[config.mk]
export PLATFORM = sky130hd
export DESIGN_NAME = trash_core
export DESIGN_NICKNAME = d
export VERILOG_FILES = /design/src/rtl/trash_core.sv
export SDC_FILE = /design/constraint.sdc
export NUM_CORES = 1
export LEC_CHECK = 0
export ABC_CLOCK_PERIOD_IN_PS = 7000
export BUFFER_PORTS_ARGS = -buffer_cell sky130_fd_sc_hd__buf_2
export CAP_MARGIN = 15
export CORE_ASPECT_RATIO = 0.8
export CORE_MARGIN = 2
export CORE_UTILIZATION = 65
export CTS_BUF_LIST = sky130_fd_sc_hd__clkbuf_2
export DETAILED_ROUTE_END_ITERATION = 16
export GPL_ROUTABILITY_DRIVEN = 1
export GPL_TIMING_DRIVEN = 0
export PLACE_DENSITY = 0.82
export SLEW_MARGIN = 10
export SYNTH_ARGS = -nofsm -noshare
export SYNTH_HDL_FRONTEND = slang
export SYNTH_SLANG_ARGS = --single-unit
[constraint.sdc]
create_clock -name clk -period 7 [get_ports clk]
set_clock_uncertainty 0.05 [all_clocks]
set_input_delay 1.05 -clock clk [delete_from_list [all_inputs] [get_ports clk]]
set_output_delay 1.05 -clock clk [all_outputs]
set_load 0.05 [all_outputs]
[src/rtl/trash_core.sv]
// trash_core: parametrised 8-bit micro-core with a word-loaded program memory,
// register file, data memory and a single-cycle fetch/execute loop.
//
//   state  | meaning
//   -------+-----------------------------------------------------------
//   S_LOAD | program words accepted via load_valid; start begins at pc 0
//   S_RUN  | one instruction from prog[pc] commits per clock
//   S_HALT | halted after a HALT instruction; start reruns from pc 0
module trash_core #(
  parameter int PROG_DEPTH = 8,
  parameter int MEM_DEPTH  = 16,
  parameter int NUM_REGS   = 4,
  localparam int PC_W      = $clog2(PROG_DEPTH)
) (
  input  logic            clk,
  input  logic            reset,
  input  logic            load_valid,
  input  logic [15:0]     load_data,
  input  logic            start,
  output logic [7:0]      out_data,
  output logic            out_valid,
  output logic            halted,
  output logic            running,
  output logic [PC_W-1:0] pc
);

  localparam int RI_W = $clog2(NUM_REGS);
  localparam int MA_W = $clog2(MEM_DEPTH);

  typedef enum logic [1:0] {S_LOAD, S_RUN, S_HALT} state_t;

  state_t          r_state;
  logic [15:0]     r_prog [PROG_DEPTH];
  logic [7:0]      r_regs [NUM_REGS];
  logic [7:0]      r_mem  [MEM_DEPTH];
  logic [PC_W-1:0] r_wr_ptr;

  logic [15:0]     w_instr;
  logic [3:0]      w_op;
  logic [3:0]      w_fn;
  logic [RI_W-1:0] w_ra;
  logic [RI_W-1:0] w_rb;
  logic [RI_W-1:0] w_rc;
  logic [MA_W-1:0] w_maddr;
  logic [PC_W-1:0] w_target;
  logic [PC_W-1:0] w_pc_inc;
  logic [7:0]      w_imm;
  logic [7:0]      w_x;
  logic [7:0]      w_y;
  logic [7:0]      w_alu;
  logic            w_prog_we;

  assign w_instr  = r_prog[pc];
  assign w_op     = w_instr[15:12];
  assign w_fn     = w_instr[11:8];
  assign w_ra     = w_instr[8 +: RI_W];
  assign w_rb     = w_instr[4 +: RI_W];
  assign w_rc     = w_instr[0 +: RI_W];
  assign w_maddr  = w_instr[8 +: MA_W];
  assign w_target = w_instr[8 +: PC_W];
  assign w_imm    = w_instr[7:0];
  assign w_x      = r_regs[w_rb];
  assign w_y      = r_regs[w_rc];
  assign w_pc_inc = pc + PC_W'(1);

  always_comb begin
    w_alu = w_x;
    case (w_fn)
      4'h0: w_alu = w_x + w_y;
      4'h1: w_alu = w_x - w_y;
      4'h2: w_alu = w_x * w_y;
      4'h3: w_alu = w_x & w_y;
      4'h4: w_alu = w_x | w_y;
      4'h5: w_alu = w_x ^ w_y;
      4'h6: w_alu = ~w_x;
      4'h7: w_alu = {w_x[6:0], 1'b0};
      4'h8: w_alu = {1'b0, w_x[7:1]};
      4'h9: w_alu = w_x + 8'd1;
      4'hA: w_alu = w_x - 8'd1;
      4'hB: w_alu = {7'd0, (w_x == w_y)};
      4'hC: w_alu = {7'd0, (w_x < w_y)};
      default: w_alu = w_x;
    endcase
  end

  // Program memory has no reset; a write coinciding with reset is dropped.
  assign w_prog_we = !reset && (r_state == S_LOAD) && load_valid;

  always_ff @(posedge clk) begin
    if (w_prog_we) r_prog[r_wr_ptr] <= load_data;
  end

  always_ff @(posedge clk) begin
    if (reset) begin
      r_state   <= S_LOAD;
      pc        <= '0;
      r_wr_ptr  <= '0;
      out_data  <= 8'h00;
      out_valid <= 1'b0;
      halted    <= 1'b0;
      running   <= 1'b0;
      for (int i = 0; i < NUM_REGS; i++) r_regs[i] <= 8'h00;
      for (int i = 0; i < MEM_DEPTH; i++) r_mem[i] <= 8'h00;
    end else begin
      out_valid <= 1'b0;
      case (r_state)
        S_LOAD: begin
          if (load_valid) r_wr_ptr <= r_wr_ptr + PC_W'(1);
          if (start) begin
            r_state <= S_RUN;
            pc      <= '0;
            running <= 1'b1;
          end
        end
        S_RUN: begin
          pc <= w_pc_inc;
          case (w_op)
            4'h1: r_regs[w_ra] <= w_imm;
            4'h2: r_regs[w_rb] <= w_alu;
            4'h3: r_mem[w_maddr] <= w_x;
            4'h4: r_regs[w_rb] <= r_mem[w_maddr];
            4'h5: pc <= w_target;
            4'h6: if (w_x == w_y) pc <= w_target;
            4'h7: begin
              out_data  <= r_regs[w_ra];
              out_valid <= 1'b1;
            end
            4'h8: begin
              // pc stays on the HALT word
              pc      <= pc;
              r_state <= S_HALT;
              halted  <= 1'b1;
              running <= 1'b0;
            end
            default: ;
          endcase
        end
        S_HALT: begin
          if (start) begin
            r_state <= S_RUN;
            pc      <= '0;
            halted  <= 1'b0;
            running <= 1'b1;
          end
        end
        default: r_state <= S_LOAD;
      endcase
    end
  end

endmodule

==> results of run 1 <==
==> sequential cells by signal (all words and copies together), names as in the netlist, named ones only <==
name / flops
running: 1
r_regs: 32
pc: 3
out_valid: 1
r_mem: 128
r_state: 2
out_data: 8
r_prog: 128
halted: 1
r_wr_ptr: 3
==> area by class of cell <==
type | instances | area, µm²
Antenna cell | 2 | 5.005
Buffer | 82 | 409.1
Clock buffer | 112 | 560.5
Clock inverter | 22 | 160.2
Fill cell | 1785 | 7039
Inverter | 60 | 237.7
Multi-Input combinational cell | 1059 | 7098
Sequential cell | 310 | 9089
Tap cell | 324 | 405.4
Timing Repair Buffer | 47 | 305.3
==> metrics by stage <==
stage / hold slack [ps] / utilization [%] / total power [mW] / worst slack, ps / cell area (µm²)
2_1_floorplan: 420.8 / - / 2.913 / 1129 / 16760
3_5_place_dp: 394.8 / 69.03 / 3.311 / -712.9 / 17470
3_3_place_gp: 393.0 / 68.47 / 3.279 / -587.2 / 17330
5_1_grt: 298.6 / 72.19 / 4.781 / 8.828 / 18270
4_1_cts: 324.0 / 71.97 / 4.556 / 15.10 / 18220
6_report: 372.0 / 72.19 / 4.622 / 266.1 / 18270
==> cell families after synthesis <==
| group | count (synthesis) | synth area share, % |
|---|---|---|
| muxes | 109 | 9.434 |
| DFF | 310 | 54.22 |
| adders and majority gates | 64 | 5.404 |
| buffers and inverters | 147 | 3.859 |
| and+or+nand+nor | 663 | 17.70 |
| xor gates and xnor gates | 28 | 1.545 |
| AOI/OAI and AO/OA | 195 | 7.845 |
==> cells in the final DEF, fill, tap and decap left out, drive strengths merged, types with 9 or more instances in the layout <==
master	netlist	routed
edfxtp	288	288
nand2	231	231
nor2	214	214
clkbuf	41	149
buf	46	92
nand3	74	74
mux2i	64	64
inv	59	60
a21oi	53	53
ha	50	50
o21ai	38	38
nand2b	37	37
mux4	31	31
a311oi	24	24
dfxtp	22	22
nor3	22	22
nor2b	20	20
a31oi	17	17
xnor2	17	17
clkinv	1	17
and3	16	16
and2	16	16
fa	14	14
mux2	14	14
nor4	11	11
xor2	10	10
nor3b	9	9
==> layer usage <==
layer / global-route usage [%] / wire length, µm / part of all wire, % / vias up
met5: 0 / 0 / 0 / -
met4: 17.12 / 2266 / 4.4 / 0
met3: 12.22 / 7521 / 15 / 187
met2: 56.47 / 22390 / 44 / 1119
met1: 55.06 / 19280 / 37 / 6354
li1: - / - / - / 5752
==> timing repair <==
item,in CTS,in global routing
buffers inserted,1,3
setup endpoints to repair,16,12
resized for setup,9,10
hold buffers,0,0
gates cloned,0,0
==> worst register-to-register path, stage by stage, from the launching register on <==
cell      delay (ps)
dfxtp_1          350
buf_6            150
buf_6            190
mux4_2           510
mux2i_1          300
buf_4            320
mux2i_2          570
nand2_1          150
fa_1             400
fa_1             490
inv_1             50
fa_1             530
inv_1             50
fa_1             470
inv_1             50
ha_1             310
xor2_1           320
nor2_1            90
a21oi_1          110
o21ai_0          100
a221oi_1         290
o2111a_1         240
o21ai_0          190
nor2b_1          190
==> worst paths after layout <==
kind	cells after the start	start	slack, ps	to
min reg2reg	2	running$_SDFFE_PP0P_	410	running$_SDFFE_PP0P_
max	23	flop	270	r_regs[0][6]$_SDFFCE_PN0P_
max reg2reg	23	flop	270	r_regs[0][6]$_SDFFCE_PN0P_
min	1	load_data[13]	370	r_prog[4][13]$_DFFE_PP_
==> power groups by stage <==
stage	clock network, mW	registers (mW)	logic, mW
6_report	1.28	2.10	1.25
3_5_place_dp	0	2.14	1.17
3_3_place_gp	0	2.13	1.14
5_1_grt	1.37	2.10	1.31
2_1_floorplan	0	2.14	0.777
4_1_cts	1.27	2.10	1.19
==> flow_summary_export.csv, run 1 <==
group,metric,value,unit
pwr,combinationalPowerShare,27.0,%
placed_design,io_buffer_count,32,
routing,antenna_left,0,
timing,report.final.slew_viol_count,0,
pwr,clockPowerShare,27.6,%
timing,rsz0062_at_grt,"no",
cts,cts.htree.levels,3,
critical_path,cp_cell_sequence,"buf_6 > buf_6 > mux4_2 > mux2i_1 > buf_4 > mux2i_2 > nand2_1 > fa_1 > fa_1 > inv_1 > fa_1 > inv_1 > fa_1 > inv_1 > ha_1 > xor2_1 > nor2_1 > a21oi_1 > o21ai_0 > a221oi_1 > o2111a_1 > o21ai_0 > nor2b_1",
grt,grt_pass1_wl,77880,µm
floorplanning,initial_core_util,66.23,%
run,drv_cap,0,
critical_path,crit_path_max_incr_delay,570,ps
routing,wl_per_cell,25.50,µm
cts,path_clk_slew,110,ps
routing,route.detailed.drc,0,
pwr,p_leak,6.890,nW
pwr,p_int,2.982,mW
routing,totalWireLength,51460,µm
pwr,power_switching,1.640,mW
grt,grt_pass1_vias,13150,
pwr,seq_power_share,45.4,%
synth,yosysTopAreaCell,"edfxtp_1",
critical_path,arrival,7310,ps
floorplanning,io_pins,34,
synth,synth.top_cell.area_share,51.59,%
routing,vias,13410,
critical_path,cp_max_fo,10,
grt,grt_max_degree,20,
finish,syn2layout_area_growth,8.986,%
pwr,ir_drop,0.0001793,V
timing,maxSlewHeadroom,25.73,%
synth,synth.distinct_cells,73,
timing,setup_tns,0,ps
outcome,status,"finished clean",
floorplanning,die_h,147.6,µm
synth,synthMostInstantiatedCell,"edfxtp_1",
placed_design,dp_cells,1883,
timing,worst_pin_slew,1110,ps
routing,drtIter0Drc,2077,
cts,cts.sinks,310,
synth,synthesis.instances,1516,
synth,syn_area,16760,µm²
finish,instances_no_fill,2018,
critical_path,cpMostUsedCell,"fa_1",
critical_path,crit_type,"flop to flop",
critical_path,worstPathRequired,7570,ps
synth,ys.flop_type,"edfxtp_1",
synth,syn_nets,1600,
timing,clock.fmax,148.5,MHz
floorplanning,rows,52,
finish,nNetsFinal,1718,
grt,antenna_found_initial,2,
synth,yosysSeqAreaShare,54.22,%
synth,synth_edf_count,288,
cts,cts.root.buffer_cell,"clkbuf_2",
synth,ys_top_cells_by_count,"edfxtp_1, nand2_1, nor2_1, nand3_1, inv_1",
critical_path,path_buf_inv,6,
critical_path,critical_path.endpoint_type,"flop",
finish,layout-drive-gt1-share,17.26,%
timing,timing.final.crit_share,96.20,%
placed_design,hpwl,36360,µm
routing,via_per_inst,6.646,
synth,yosys_register_bits,310,
cts,clkLatencyLatePin,890,ps
synth,yosys_warnings,0,
timing,setup-violations-final,0,
floorplanning,design.core.area,25310,µm²
routing,drt-pass1-iter-count,6,
critical_path,start_kind,"flop",
pwr,swShare,35.48,%
critical_path,cp_slowest_cell,"mux2i_2",
cts,cts_tree,"yes",
grt,globalRouteTotalUtil,39.08,%
worst_hold_path,hold_path_class,"primary input to flop",
synth,synthTopCellsByArea,"edfxtp_1, nand2_1, nor2_1",
cts,cts.path.max_buffers,3,
placed_design,gp_congestion,1.018,
floorplanning,dieArea,27100,µm²
cts,cts_buffers,74,
floorplanning,fp.dieW,183.6,µm
timing,hold_viol,0,
pwr,p_per_area,253.0,nW/µm²
grt,grt_overflow_total,0,
timing,fin_crit,6734,ps
critical_path,path_delay_family,"adder cells",
synth,async_flop_share,0,%
synth,syn_avg_cell_area,11.06,µm²
No activity file was read; power rests on OpenSTA's default activity.
==> run 2, diff against run 1 <==
--- a/config.mk
+++ b/config.mk
@@ -8,14 +8,16 @@
 export ABC_CLOCK_PERIOD_IN_PS = 7000
 export BUFFER_PORTS_ARGS = -buffer_cell sky130_fd_sc_hd__buf_2
 export CAP_MARGIN = 15
+export CELL_PAD_IN_SITES_DETAIL_PLACEMENT = 0
+export CELL_PAD_IN_SITES_GLOBAL_PLACEMENT = 1
 export CORE_ASPECT_RATIO = 0.8
 export CORE_MARGIN = 2
-export CORE_UTILIZATION = 65
+export CORE_UTILIZATION = 53
 export CTS_BUF_LIST = sky130_fd_sc_hd__clkbuf_2
 export DETAILED_ROUTE_END_ITERATION = 16
 export GPL_ROUTABILITY_DRIVEN = 1
 export GPL_TIMING_DRIVEN = 0
-export PLACE_DENSITY = 0.82
+export PLACE_DENSITY_LB_ADDON = 0.1
 export SLEW_MARGIN = 10
 export SYNTH_ARGS = -nofsm -noshare
 export SYNTH_HDL_FRONTEND = slang
==> flow_summary_export.csv, run 2 (synthesis gave the netlist of run 1 again) <==
group,metric,value,unit
outcome,status,"finished clean",
floorplanning,initial_core_util,53.60,%
routing,via_per_inst,6.095,
grt,grt_overflow_total,0,
cts,clkLatencyLatePin,930,ps
placed_design,dp_cells,1980,
cts,cts_buffers,75,
finish,reg_top3,"r_mem (128), r_prog (128), r_regs (32)",
routing,antenna_left,0,
placed_design,hpwl,36900,µm
pwr,combinationalPowerShare,27.6,%
pwr,p_int,2.897,mW
critical_path,cpMostUsedCell,"inv_1",
critical_path,path_delay_family,"adder cells",
pwr,seq_power_share,46.7,%
pwr,swShare,35.55,%
placed_design,io_buffer_count,32,
finish,layout_commonest_cell,"edfxtp_1",
critical_path,worstPathRequired,7560,ps
floorplanning,fp.dieW,202.8,µm
timing,clock.fmax,149.9,MHz
routing,wl_per_cell,24.31,µm
pwr,p_per_area,245.2,nW/µm²
timing,rsz0062_at_grt,"no",
critical_path,critical_path.endpoint_type,"flop",
pwr,power_switching,1.598,mW
critical_path,path_buf_inv,8,
timing,worst_pin_slew,1052,ps
timing,report.final.slew_viol_count,0,
critical_path,cp_slowest_cell,"mux4_2",
finish,syn2layout_area_growth,9.352,%
placed_design,gp_congestion,1.011,
timing,maxSlewHeadroom,29.85,%
floorplanning,dieArea,33080,µm²
critical_path,cp_max_fo,10,
cts,cts.root.buffer_cell,"clkbuf_2",
floorplanning,die_h,163.1,µm
placed_design,dpl_worst_slack,-711.2,ps
cts,cts.sinks,310,
routing,totalWireLength,51300,µm
timing,layout_setup_ws,328.3,ps
grt,grt_pass1_vias,12390,
cts,hold_buffers,0,
finish,layout-drive-gt1-share,16.53,%
floorplanning,rows,58,
run,drv_cap,0,
finish,nNetsFinal,1720,
grt,globalRouteTotalUtil,31.45,%
timing,timing.final.crit_share,95.31,%
worst_hold_path,hold_path_class,"primary input to flop",
grt,grt_max_degree,13,
finish,fin_util,58.61,%
grt,antenna_found_initial,2,
routing,vias,12860,
cts,cts_tree,"yes",
timing,setup-violations-final,0,
floorplanning,io_pins,34,
pwr,p_leak,6.840,nW
timing,hold_viol,0,
routing,drt-pass1-iter-count,6,
routing,route.detailed.drc,0,
timing,fin_crit,6672,ps
grt,grt_pass1_wl,76150,µm
pwr,ir_drop,0.0001634,V
critical_path,crit_type,"flop to flop",
cts,path_clk_slew,110,ps
pwr,clockPowerShare,25.7,%
finish,instances_no_fill,2110,
cts,cts.path.max_buffers,3,
critical_path,arrival,7230,ps
critical_path,crit_path_max_incr_delay,540,ps
finish,layout_common_cells,"edfxtp_1, nand2_1, nor2_1, clkbuf_2, nand3_1",
floorplanning,design.core.area,31280,µm²
critical_path,start_kind,"flop",
cts,cts.htree.levels,3,
routing,drtIter0Drc,1305,
==> run 2: cell count changes in the layout (fill, tap and decap cells not counted), sizes merged <==
cell    change
clkbuf     -17
clkinv     +12
buf         +3
bufinv      -1
inv         -1
==> run 2: metal layers <==
layer	vias up	share of wire [%]	GRT usage [%]
li1	5732	-	-
met1	6283	44	45.96
met2	730	42	45.14
met3	115	12	9.298
met4	0	2.8	10.29
met5	-	0	0
==> run 2: final cells by class <==
cell class,instances,area [µm²]
Fill cell,2677,12950
Sequential cell,310,9089
Multi-Input combinational cell,1059,7094
Tap cell,420,525.5
Clock buffer,97,485.5
Buffer,83,411.6
Timing Repair Buffer,47,317.8
Inverter,60,237.7
Clock inverter,32,165.2
Antenna cell,2,5.005
==> run 2: worst paths after layout <==
check,start,to,slack (ps),depth (start not counted)
min reg2reg,running$_SDFFE_PP0P_,running$_SDFFE_PP0P_,420,2
max,flop,r_regs[0][6]$_SDFFCE_PN0P_,330,26
max reg2reg,flop,r_regs[0][6]$_SDFFCE_PN0P_,330,26
min,load_data[9],r_prog[5][9]$_DFFE_PP_,350,1
==> run 2: metrics by stage <==
step | hold WS (ps) | total power [mW] | cell area [µm²] | setup TNS [ps]
final | 348.8 | 4.494 | 18330 | 0
after global routing | 315.6 | 4.693 | 18330 | 0
after CTS | 302.0 | 4.464 | 18290 | 0
after detailed placement | 411.3 | 3.322 | 17610 | -7803
after global placement | 393.4 | 3.310 | 17450 | -6719
after floorplan | 420.8 | 2.913 | 16760 | 0
==> run 2: power by group through the flow <==
stage / registers [mW] / logic, mW / clock network [mW]
finish: 2.10 / 1.24 / 1.16
global route: 2.10 / 1.33 / 1.26
CTS: 2.10 / 1.20 / 1.17
detailed placement: 2.14 / 1.18 / 0
global placement: 2.14 / 1.17 / 0
floorplan: 2.14 / 0.777 / 0
==> run 2: timing repair <==
item / CTS / global route
buffers inserted: 1 / 2
resized for setup: 9 / 11
setup endpoints to repair: 16 / 12
==> run 3, diff against run 2 <==
--- a/config.mk
+++ b/config.mk
@@ -10,7 +10,7 @@
 export CAP_MARGIN = 15
 export CELL_PAD_IN_SITES_DETAIL_PLACEMENT = 0
 export CELL_PAD_IN_SITES_GLOBAL_PLACEMENT = 1
-export CORE_ASPECT_RATIO = 0.8
+export CORE_ASPECT_RATIO = 0.6
 export CORE_MARGIN = 2
 export CORE_UTILIZATION = 53
 export CTS_BUF_LIST = sky130_fd_sc_hd__clkbuf_2
==> flow_summary_export.csv, run 3 (synthesis gave the netlist of run 1 again) <==
group,metric,value,unit
routing,vias,13130,
cts,cts_tree,"yes",
cts,cts.htree.levels,3,
placed_design,io_buffer_count,32,
grt,use_met3,12.92,%
cts,cts.root.buffer_cell,"clkbuf_2",
run,drv_cap,0,
critical_path,start_kind,"flop",
grt,grtUsageMet1,54.35,%
cts,path_clk_slew,120,ps
finish,final_area,18440,µm²
timing,fin_crit,6737,ps
critical_path,cp_max_fo,10,
routing,drtIter0Drc,1883,
floorplanning,dieArea,33120,µm²
pwr,ir_drop,0.0001429,V
pwr,p_leak,6.869,nW
critical_path,critical_path.endpoint_type,"flop",
worst_hold_path,whs_path_depth,1,
grt,grt_overflow_total,0,
grt,grt-busiest-layer,"met1",
timing,maxSlewHeadroom,29.17,%
finish,instances_no_fill,2112,
grt,grt_max_degree,20,
timing,setup_tns,0,ps
cts,cts.sinks,310,
grt,use_met2,41.17,%
critical_path,worstPathRequired,7650,ps
finish,layout_common_cells,"edfxtp_1, nand2_1, nor2_1, clkbuf_2, nand3_1",
pwr,p_per_area,247.0,nW/µm²
placed_design,dpl_cell_area,17600,µm²
worst_hold_path,hold_path_class,"primary input to flop",
timing,clock.fmax,148.4,MHz
floorplanning,io_pins,34,
floorplanning,design.core.area,31150,µm²
grt,grt_pass1_wl,79180,µm
placed_design,gp_congestion,0.9888,
floorplanning,fp.dieW,233.6,µm
finish,layout-drive-gt1-share,17.40,%
grt,antenna_found_initial,1,
finish,syn2layout_area_growth,9.979,%
cts,clkLatencyLatePin,1020,ps
cts,cts.path.max_buffers,3,
timing,rsz0062_at_grt,"no",
worst_hold_path,hp-start,"load_data[13]",
floorplanning,die_h,141.8,µm
timing,hold_viol,0,
grt,globalRouteTotalUtil,33.48,%
cts,cts_buffers,74,
grt,grt_pass1_vias,12160,
routing,route.detailed.drc,0,
finish,layout_commonest_cell,"edfxtp_1",
finish,num-fill-cells,2684,
finish,nNetsFinal,1725,
critical_path,crit_type,"flop to flop",
routing,drt-pass1-iter-count,6,
critical_path,arrival,7390,ps
finish,reg_top3,"r_mem (128), r_prog (128), r_regs (32)",
routing,via_per_inst,6.216,
timing,timing.final.crit_share,96.24,%
timing,setup-violations-final,0,
placed_design,dpl_worst_slack,-764.4,ps
outcome,status,"finished clean",
timing,worst_pin_slew,1059,ps
placed_design,hpwl,39830,µm
timing,layout_setup_ws,263.4,ps
routing,antenna_left,0,
critical_path,ff2ff_path_depth,25,
timing,report.final.slew_viol_count,0,
routing,wl_per_cell,25.56,µm
routing,totalWireLength,53980,µm
floorplanning,rows,50,
floorplanning,initial_core_util,53.81,%
placed_design,dp_cells,1976,
-- run 3: area by class of cell --
cell class / instances / area, µm² / share of cell area (%)
repair buffers: 53 / 372.9 / 2.022
well taps: 416 / 520.5 / 2.823
inverters: 60 / 237.7 / 1.289
plain buffers: 83 / 415.4 / 2.253
diodes: 1 / 2.502 / 0.01357
flip-flops and latches: 310 / 9089 / 49.30
clock buffers: 102 / 510.5 / 2.769
clock inverters: 28 / 138.9 / 0.7533
multi-input cells: 1059 / 7149 / 38.78
-- run 3: per-layer routing --
metal	vias up	wire, µm
met5	-	0
met4	0	739
met3	69	7813
met2	830	20420
met1	6488	25010
li1	5742	-
-- run 3: timing repair --
| item | 4_1_cts | 5_1_grt |
|---|---|---|
| pin swaps | 0 | 1 |
| setup buffers | 0 | 9 |
| resized for setup | 16 | 15 |
| hold buffers | 0 | 0 |
| endpoints found under the setup margin | 16 | 12 |
-- run 3: worst max-delay path, cell delays in order, from the launching register on --
cell      delay [ps]
dfxtp_1          350
buf_6            150
buf_6            210
mux4_2           550
mux2i_4          270
buf_6            230
mux2i_1           90
mux2_2           360
clkbuf_1         310
inv_2            250
nand2_1          110
fa_1             560
inv_1             60
fa_1             530
inv_1             50
fa_1             470
inv_1             40
ha_1             300
xor2_1           270
nor2_1            80
a21oi_1          140
o21ai_1          160
a221oi_2         270
o2111a_1         230
o21ai_1          160
nor2b_1          170
-- run 3: final timing paths --
kind	endpoint	slack, ps
hold / removal	r_prog[1][13]$_DFFE_PP_	260
hold reg to reg	out_data[6]$_SDFFE_PP0P_	430
setup / recovery	r_regs[0][6]$_SDFFCE_PN0P_	260
setup reg to reg	r_regs[0][6]$_SDFFCE_PN0P_	260
-- run 3: through the flow --
step / util, % / hold slack (ps) / total power [mW]
after floorplan: - / 420.8 / 2.913
after global placement: 55.99 / 404.2 / 3.327
after detailed placement: 56.51 / 412.6 / 3.340
after CTS: 58.76 / 204.8 / 4.487
after global routing: 59.18 / 195.9 / 4.751
final: 59.18 / 264.4 / 4.554
-- run 3: power by group --
part           switching (mW)  internal [mW]
Sequential             0.0310           2.07
Combinational           0.863          0.419
Clock                   0.770          0.403
